--- src/rtl/aes_rkey_reverse_buffer_if.sv ---
// Round-key buffer bus: write channel from the forward key expansion and
// read channel towards the inverse-cipher AddRoundKey stage.
interface aes_rkey_reverse_buffer_if #(
    parameter int KEY_W   = 128,
    parameter int ROUND_W = 4
);
    logic               wr_valid;
    logic               wr_ready;
    logic [KEY_W-1:0]   wr_key;
    logic               rd_valid;
    logic               rd_ready;
    logic [KEY_W-1:0]   rd_key;
    logic [ROUND_W-1:0] rd_round;
    logic               rd_last;

    // Buffer side
    modport slave (
        input  wr_valid, wr_key, rd_ready,
        output wr_ready, rd_valid, rd_key, rd_round, rd_last
    );

    // Writer/reader side
    modport master (
        output wr_valid, wr_key, rd_ready,
        input  wr_ready, rd_valid, rd_key, rd_round, rd_last
    );
endinterface

--- src/rtl/aes_rkey_reverse_buffer.sv ---
// AES-128 round-key reverse buffer.
// Collects round keys 0..NUM_KEYS-1 in forward order, then replays them
// from NUM_KEYS-1 down to 0 for the decryption datapath.
// Optional build macro AES_RKEY_REPLAY_EN: after round 0 is consumed the
// sequence restarts at the last round instead of returning to LOAD, so one
// key load serves any number of decrypted blocks.
module aes_rkey_reverse_buffer #(
    parameter int NUM_KEYS = 11,
    parameter int KEY_W    = 128,
    parameter int ROUND_W  = 4
) (
    input  logic                       clk,
    input  logic                       rst,
    input  logic                       flush,
    aes_rkey_reverse_buffer_if.slave   bus
);
    localparam int CNT_W = $clog2(NUM_KEYS + 1);
    localparam logic [CNT_W-1:0]   FULL_CNT   = CNT_W'(NUM_KEYS);
    localparam logic [CNT_W-1:0]   LAST_WR    = CNT_W'(NUM_KEYS - 1);
    localparam logic [CNT_W-1:0]   ZERO_CNT   = CNT_W'(0);
    localparam logic [CNT_W-1:0]   ONE_CNT    = CNT_W'(1);
    localparam logic [ROUND_W-1:0] LAST_ROUND = ROUND_W'(NUM_KEYS - 1);
    localparam logic [ROUND_W-1:0] ZERO_R     = ROUND_W'(0);
    localparam logic [ROUND_W-1:0] ONE_R      = ROUND_W'(1);

    typedef enum logic [0:0] {
        ST_LOAD = 1'b0,
        ST_READ = 1'b1
    } state_t;

    state_t             state_r, state_s;
    logic [CNT_W-1:0]   wcnt_r, wcnt_s;
    logic [ROUND_W-1:0] rptr_r, rptr_s;
    logic [KEY_W-1:0]   mem_r [NUM_KEYS];
    logic               wr_hs_s;
    logic [KEY_W-1:0]   sel_key_s;

    // Flush overrides any handshake, so a flushed write never reaches storage
    assign wr_hs_s = bus.wr_valid & (state_r == ST_LOAD) & ~flush;

    // State, write counter and read pointer registers
    always_ff @(posedge clk or posedge rst) begin
        if (rst) begin
            state_r <= ST_LOAD;
            wcnt_r  <= ZERO_CNT;
            rptr_r  <= ZERO_R;
        end else begin
            state_r <= state_s;
            wcnt_r  <= wcnt_s;
            rptr_r  <= rptr_s;
        end
    end

    // Next-state logic for load/replay sequencing
    always_comb begin
        state_s = state_r;
        wcnt_s  = wcnt_r;
        rptr_s  = rptr_r;
        if (flush) begin
            state_s = ST_LOAD;
            wcnt_s  = ZERO_CNT;
            rptr_s  = ZERO_R;
        end else begin
            case (state_r)
                ST_LOAD: begin
                    if (bus.wr_valid) begin
                        if (wcnt_r == LAST_WR) begin
                            state_s = ST_READ;
                            wcnt_s  = FULL_CNT;
                            rptr_s  = LAST_ROUND;
                        end else begin
                            wcnt_s  = wcnt_r + ONE_CNT;
                        end
                    end else begin
                        wcnt_s = wcnt_r;
                    end
                end
                ST_READ: begin
                    if (bus.rd_ready) begin
                        if (rptr_r != ZERO_R) begin
                            rptr_s = rptr_r - ONE_R;
                        end else begin
`ifdef AES_RKEY_REPLAY_EN
                            rptr_s  = LAST_ROUND;
`else
                            state_s = ST_LOAD;
                            wcnt_s  = ZERO_CNT;
`endif
                        end
                    end else begin
                        rptr_s = rptr_r;
                    end
                end
                default: begin
                    state_s = ST_LOAD;
                    wcnt_s  = ZERO_CNT;
                    rptr_s  = ZERO_R;
                end
            endcase
        end
    end

    // Key storage: the n-th accepted write lands in slot n
    always_ff @(posedge clk or posedge rst) begin
        if (rst) begin
            for (int i = 0; i < NUM_KEYS; i++) begin
                mem_r[i] <= {KEY_W{1'b0}};
            end
        end else if (wr_hs_s) begin
            for (int i = 0; i < NUM_KEYS; i++) begin
                if (wcnt_r == CNT_W'(i)) begin
                    mem_r[i] <= bus.wr_key;
                end
            end
        end
    end

    // Select the stored key addressed by the read pointer
    always_comb begin
        sel_key_s = {KEY_W{1'b0}};
        for (int i = 0; i < NUM_KEYS; i++) begin
            if (rptr_r == ROUND_W'(i)) begin
                sel_key_s = mem_r[i];
            end else begin
                sel_key_s = sel_key_s;
            end
        end
    end

    // Read outputs are zero whenever no key is being presented
    assign bus.wr_ready = (state_r == ST_LOAD);
    assign bus.rd_valid = (state_r == ST_READ);
    assign bus.rd_key   = bus.rd_valid ? sel_key_s : {KEY_W{1'b0}};
    assign bus.rd_round = bus.rd_valid ? rptr_r : ZERO_R;
    assign bus.rd_last  = bus.rd_valid & (rptr_r == ZERO_R);
endmodule

--- src/flat_wrapper.sv ---
// flat-port wrapper written by rule: the top's interface ports become plain ports
module aes_rkey_reverse_buffer_flat 
#(
    parameter int NUM_KEYS = 11,
    parameter int KEY_W    = 128,
    parameter int ROUND_W  = 4
)
  (clk, rst, flush, bus_wr_valid, bus_wr_key, bus_rd_ready, bus_wr_ready, bus_rd_valid, bus_rd_key, bus_rd_round, bus_rd_last);
  aes_rkey_reverse_buffer_if #(.KEY_W(KEY_W), .ROUND_W(ROUND_W)) bus_i ();
  input  logic clk;
  input  logic rst;
  input  logic flush;
  input wire logic [$bits(bus_i.wr_valid)-1:0] bus_wr_valid;
  input wire logic [$bits(bus_i.wr_key)-1:0] bus_wr_key;
  input wire logic [$bits(bus_i.rd_ready)-1:0] bus_rd_ready;
  output wire logic [$bits(bus_i.wr_ready)-1:0] bus_wr_ready;
  output wire logic [$bits(bus_i.rd_valid)-1:0] bus_rd_valid;
  output wire logic [$bits(bus_i.rd_key)-1:0] bus_rd_key;
  output wire logic [$bits(bus_i.rd_round)-1:0] bus_rd_round;
  output wire logic [$bits(bus_i.rd_last)-1:0] bus_rd_last;
  assign bus_i.wr_valid = bus_wr_valid;
  assign bus_i.wr_key = bus_wr_key;
  assign bus_i.rd_ready = bus_rd_ready;
  assign bus_wr_ready = bus_i.wr_ready;
  assign bus_rd_valid = bus_i.rd_valid;
  assign bus_rd_key = bus_i.rd_key;
  assign bus_rd_round = bus_i.rd_round;
  assign bus_rd_last = bus_i.rd_last;
  aes_rkey_reverse_buffer #(.NUM_KEYS(NUM_KEYS), .KEY_W(KEY_W), .ROUND_W(ROUND_W)) u_core (.clk(clk), .rst(rst), .flush(flush), .bus(bus_i));
endmodule
--- config.mk ---
export PLATFORM = sky130hd
export DESIGN_NAME = aes_rkey_reverse_buffer_flat
export DESIGN_NICKNAME = d
export VERILOG_FILES = /design/src/rtl/aes_rkey_reverse_buffer_if.sv /design/src/rtl/aes_rkey_reverse_buffer.sv /design/src/flat_wrapper.sv
export SDC_FILE = /design/constraint.sdc
export NUM_CORES = 2
export LEC_CHECK = 0
export ABC_AREA = 1
export CAP_MARGIN = 25
export CELL_PAD_IN_SITES_DETAIL_PLACEMENT = 1
export CELL_PAD_IN_SITES_GLOBAL_PLACEMENT = 2
export CORE_UTILIZATION = 39
export DETAILED_ROUTE_END_ITERATION = 16
export GPL_ROUTABILITY_DRIVEN = 1
export PLACE_DENSITY = 0.95
export SYNTH_ARGS = -nofsm -noshare
export SYNTH_HDL_FRONTEND = slang
export SYNTH_SLANG_ARGS = --single-unit
--- constraint.sdc ---
create_clock -name clk -period 101.5 [get_ports clk]
set_input_delay 20.3 -clock clk [delete_from_list [all_inputs] [get_ports clk]]
set_output_delay 20.3 -clock clk [all_outputs]
set_load 0.01 [all_outputs]
==> key figures <==
Outcome
  • Outcome: finished, final reports clean

Power
  • Clock share of power: 0.371
  • Logic pwr share: 0.169
  • Power Density: 21.2 mW/mm2
  • Leak pwr: 0.0393 uW
  • P_sw: 491 uW
  • VDD IR-drop max: 13.1 uV
  • Sw Share: 0.300
  • P_int: 1150 uW
  • Seq pwr share: 0.460

Route
  • Remaining design rule violation count: 0
  • Detailed-route via count: 59.7k
  • Antenna-violating nets left: 0
  • Vias/cell: 5.24
  • WL final: 227 mm
  • Drt pass-1 iters: 7
  • DR WL/cell: 19.9 um
  • Drt initial violations: 4424

Clock tree
  • Root buf cell: clkbuf_16
  • Cts repair resizes: 0
  • H-tree levels: 4
  • Longest Clk Path Bufs: 3
  • Worst-skew pair later-pin latency: 0.81 ns
  • Reg clk slew, reported paths: 0.06 ns
  • Setup Fix Bufs, Post-CTS: 0
  • CTS Buf Count: 163
  • # hold bufs at CTS: 0
  • Sink Count: 1417
  • TritonCTS clock tree: built

Critical path
  • Crit Path Category: register to output port
  • Max FO, Critical Path: 51
  • Crit-path cells: nor2_2 > nand2_4 > inv_6 > buf_4 > buf_4 > nand2_1 > nand2_1 > inv_1 > nand2_1 > nand2_1 > nand2_1 > nand2_1 > nand2_1 > a21oi_1 > nor2_1 > clkdlybuf4s50_1
  • Most used cell, CP: nand2_1
  • Worst EP arrival: 5.85 ns
  • CP endpoint kind: output port
  • Startpoint Class: register
  • Crit-path slowest cell: buf_4
  • Worst endpoint required time: 81.20 ns
  • Slowest stage delay, CP: 0.81 ns

STA
  • Max Slew Vio Count: 0
  • Fmax: 0.0382 GHz
  • Final setup viols: 0
  • Fin Hold WS: 0.478 ns
  • Measured slew at the worst slew-check pin: 1.12 ns
  • Setup_tns: 0 ns
  • RSZ-0062 raised after global routing: no
  • Final min period: 26.15 ns
  • Setup Skew: 0.0176 ns
  • Relative slew slack: 0.256
  • Period utilization: 0.258
  • Final Hold Viols: 0

Synth
  • Syn_area_per_cell: 7.42 um2
  • Post-synthesis sequential area ratio: 0.521
  • Flops & latches, synth: 1417
  • Post-synth net total: 9311
  • Synth Cell Area: 0.0680 mm2
  • YS warnings: 0
  • Count of unique library cells instantiated by Yosys: 32
  • Cell count after synthesis: 9170

Final layout
  • Area Overhead vs Synth: 13.5%
  • Commonest non-fill, non-tap cells in the layout: nand2_1, o21ai_0, dfrtp_1, nor2_1, inv_1
  • Layout cells sized above 1: 0.0517
  • Layout Nets: 9090
  • Commonest non-fill, non-tap cell in the layout: nand2_1
  • Fillers: 21.1k
  • Final Cell Area: 0.0772 mm2
  • Final std cells w/o fill: 11.4k

GRT
  • Pin count of the biggest net entering global routing: 199
  • GR Overflow Total: 0
  • Total track usage: 0.261
  • First-pass GRT wire length: 363 mm
  • Initial antenna violation count: 2
  • Vias in the first global route: 63.0k

Die
  • Die area: 0.176 mm2
  • X dimension of the die: 420 um
  • Core Rows: 152
  • Starting density of the core: 0.394
  • IO Pins: 268
  • Die height: 420 um
  • Placeable core area: 0.172 mm2

Place
  • GPL Wtd Cong: 0.784
  • Placed cell count: 11.1k
  • Number of port buffers: 267
  • Post-DP Area: 0.0714 mm2
  • Final HPWL DP: 128 mm

Job
  • Max-cap viol count: 0

Min path
  • Class of the worst hold path: register to register
routing by layer:
layer / global-route usage / vias up / routed length (um)
met1: 0.346 / 30300 / 103000
met5: 0 / - / 0
li1: - / 28100 / -
met3: 0.0282 / 287 / 7500
met2: 0.446 / 999 / 110000
met4: 0.0786 / 0 / 6230
stage by stage:
stage                     utilization  power [uW]  setup WS (ns)
after floorplan                     -         955          41.24
after global placement          0.413        1020          76.32
after detailed placement        0.414        1040          76.26
after CTS                       0.445        1650          75.32
after global routing            0.448        1730          75.17
final                           0.448        1640          75.35
cell usage after synthesis (all sizes together):
master,n,area [um2]
nand2,3347,12600
o21ai,1669,8350
dfrtp,1417,35500
nor2,892,3380
inv,669,2510
clkbuf,537,2020
nand3,271,1660
buf,206,1160
a21oi,132,661
nand4,9,56.3
ha,8,100
a31oi,3,18.8
nand3b,2,15.0
or2,2,12.5
a221oi,1,15.0
nor3,1,10.0
o2111ai,1,8.76
o211ai,1,7.51
o22ai,1,6.26
xor2,1,8.76
final timing paths:
check | depth (start not counted) | to | start | slack, ns
worst max-delay path | 16 | bus_rd_key[56] | u_core.rptr_r[2] | 75.35
worst min-delay path | 2 | u_core.mem_r[18] | u_core.mem_r[18] | 0.48
worst max register to register | 7 | u_core.mem_r[1025] | u_core.bus.rd_valid | 96.95
worst min register to register | 2 | u_core.mem_r[18] | u_core.mem_r[18] | 0.48
max in group asynchronous | 6 | u_core.mem_r[1121] | rst | 77.47
min in group asynchronous | 2 | u_core.mem_r[43] | rst | 20.08
critical path: cells and delay by family (launching register included):
kind / cells / cell delay (ns)
buffers and inverters: 5 / 2.60
AND/OR/NAND/NOR: 10 / 1.78
flip-flops: 1 / 0.53
AO/OA/AOI/OAI: 1 / 0.06
state kept, by name (all words and copies together), names as in the netlist:
register and flops:
u_core.bus.rd_valid 1, u_core.wcnt_r 4, u_core.rptr_r 4, u_core.mem_r 1408
cell families (layout without fill, tap and decap cells):
group                    count (synthesis)  count (layout)  share of synthesized area
AND/OR/NAND/NOR                       4524            4524                      0.260
AO/OA/AOI/OAI                         1808            1808                      0.133
flip-flops                            1417            1417                      0.521
buffers and inverters                 1412            1318                     0.0836
adder cells (fa/ha/maj)                  8               8                    0.00147
XOR/XNOR                                 1               1                   0.000129
other                                    0               2                          0
cell type report:
| cell class | count | area, um2 | share of cell area |
|---|---|---|---|
| antenna | 2 | 5.00 | 0.0000648 |
| clock buffer | 230 | 4680 | 0.0607 |
| clock inverter | 62 | 792 | 0.0103 |
| inverter | 669 | 2540 | 0.0329 |
| multi-input combinational | 6341 | 27000 | 0.350 |
| sequential | 1417 | 35500 | 0.459 |
| tap | 2310 | 2890 | 0.0374 |
| timing repair buffer | 357 | 3830 | 0.0496 |
power groups by stage:
stage / clock, uW / combinational, uW / sequential, uW
after floorplan: 0 / 207 / 748
after global placement: 0 / 264 / 753
after detailed placement: 0 / 278 / 760
after CTS: 620 / 282 / 752
after global routing: 640 / 326 / 767
final: 609 / 278 / 754
No activity file was read; power rests on OpenSTA's default activity.
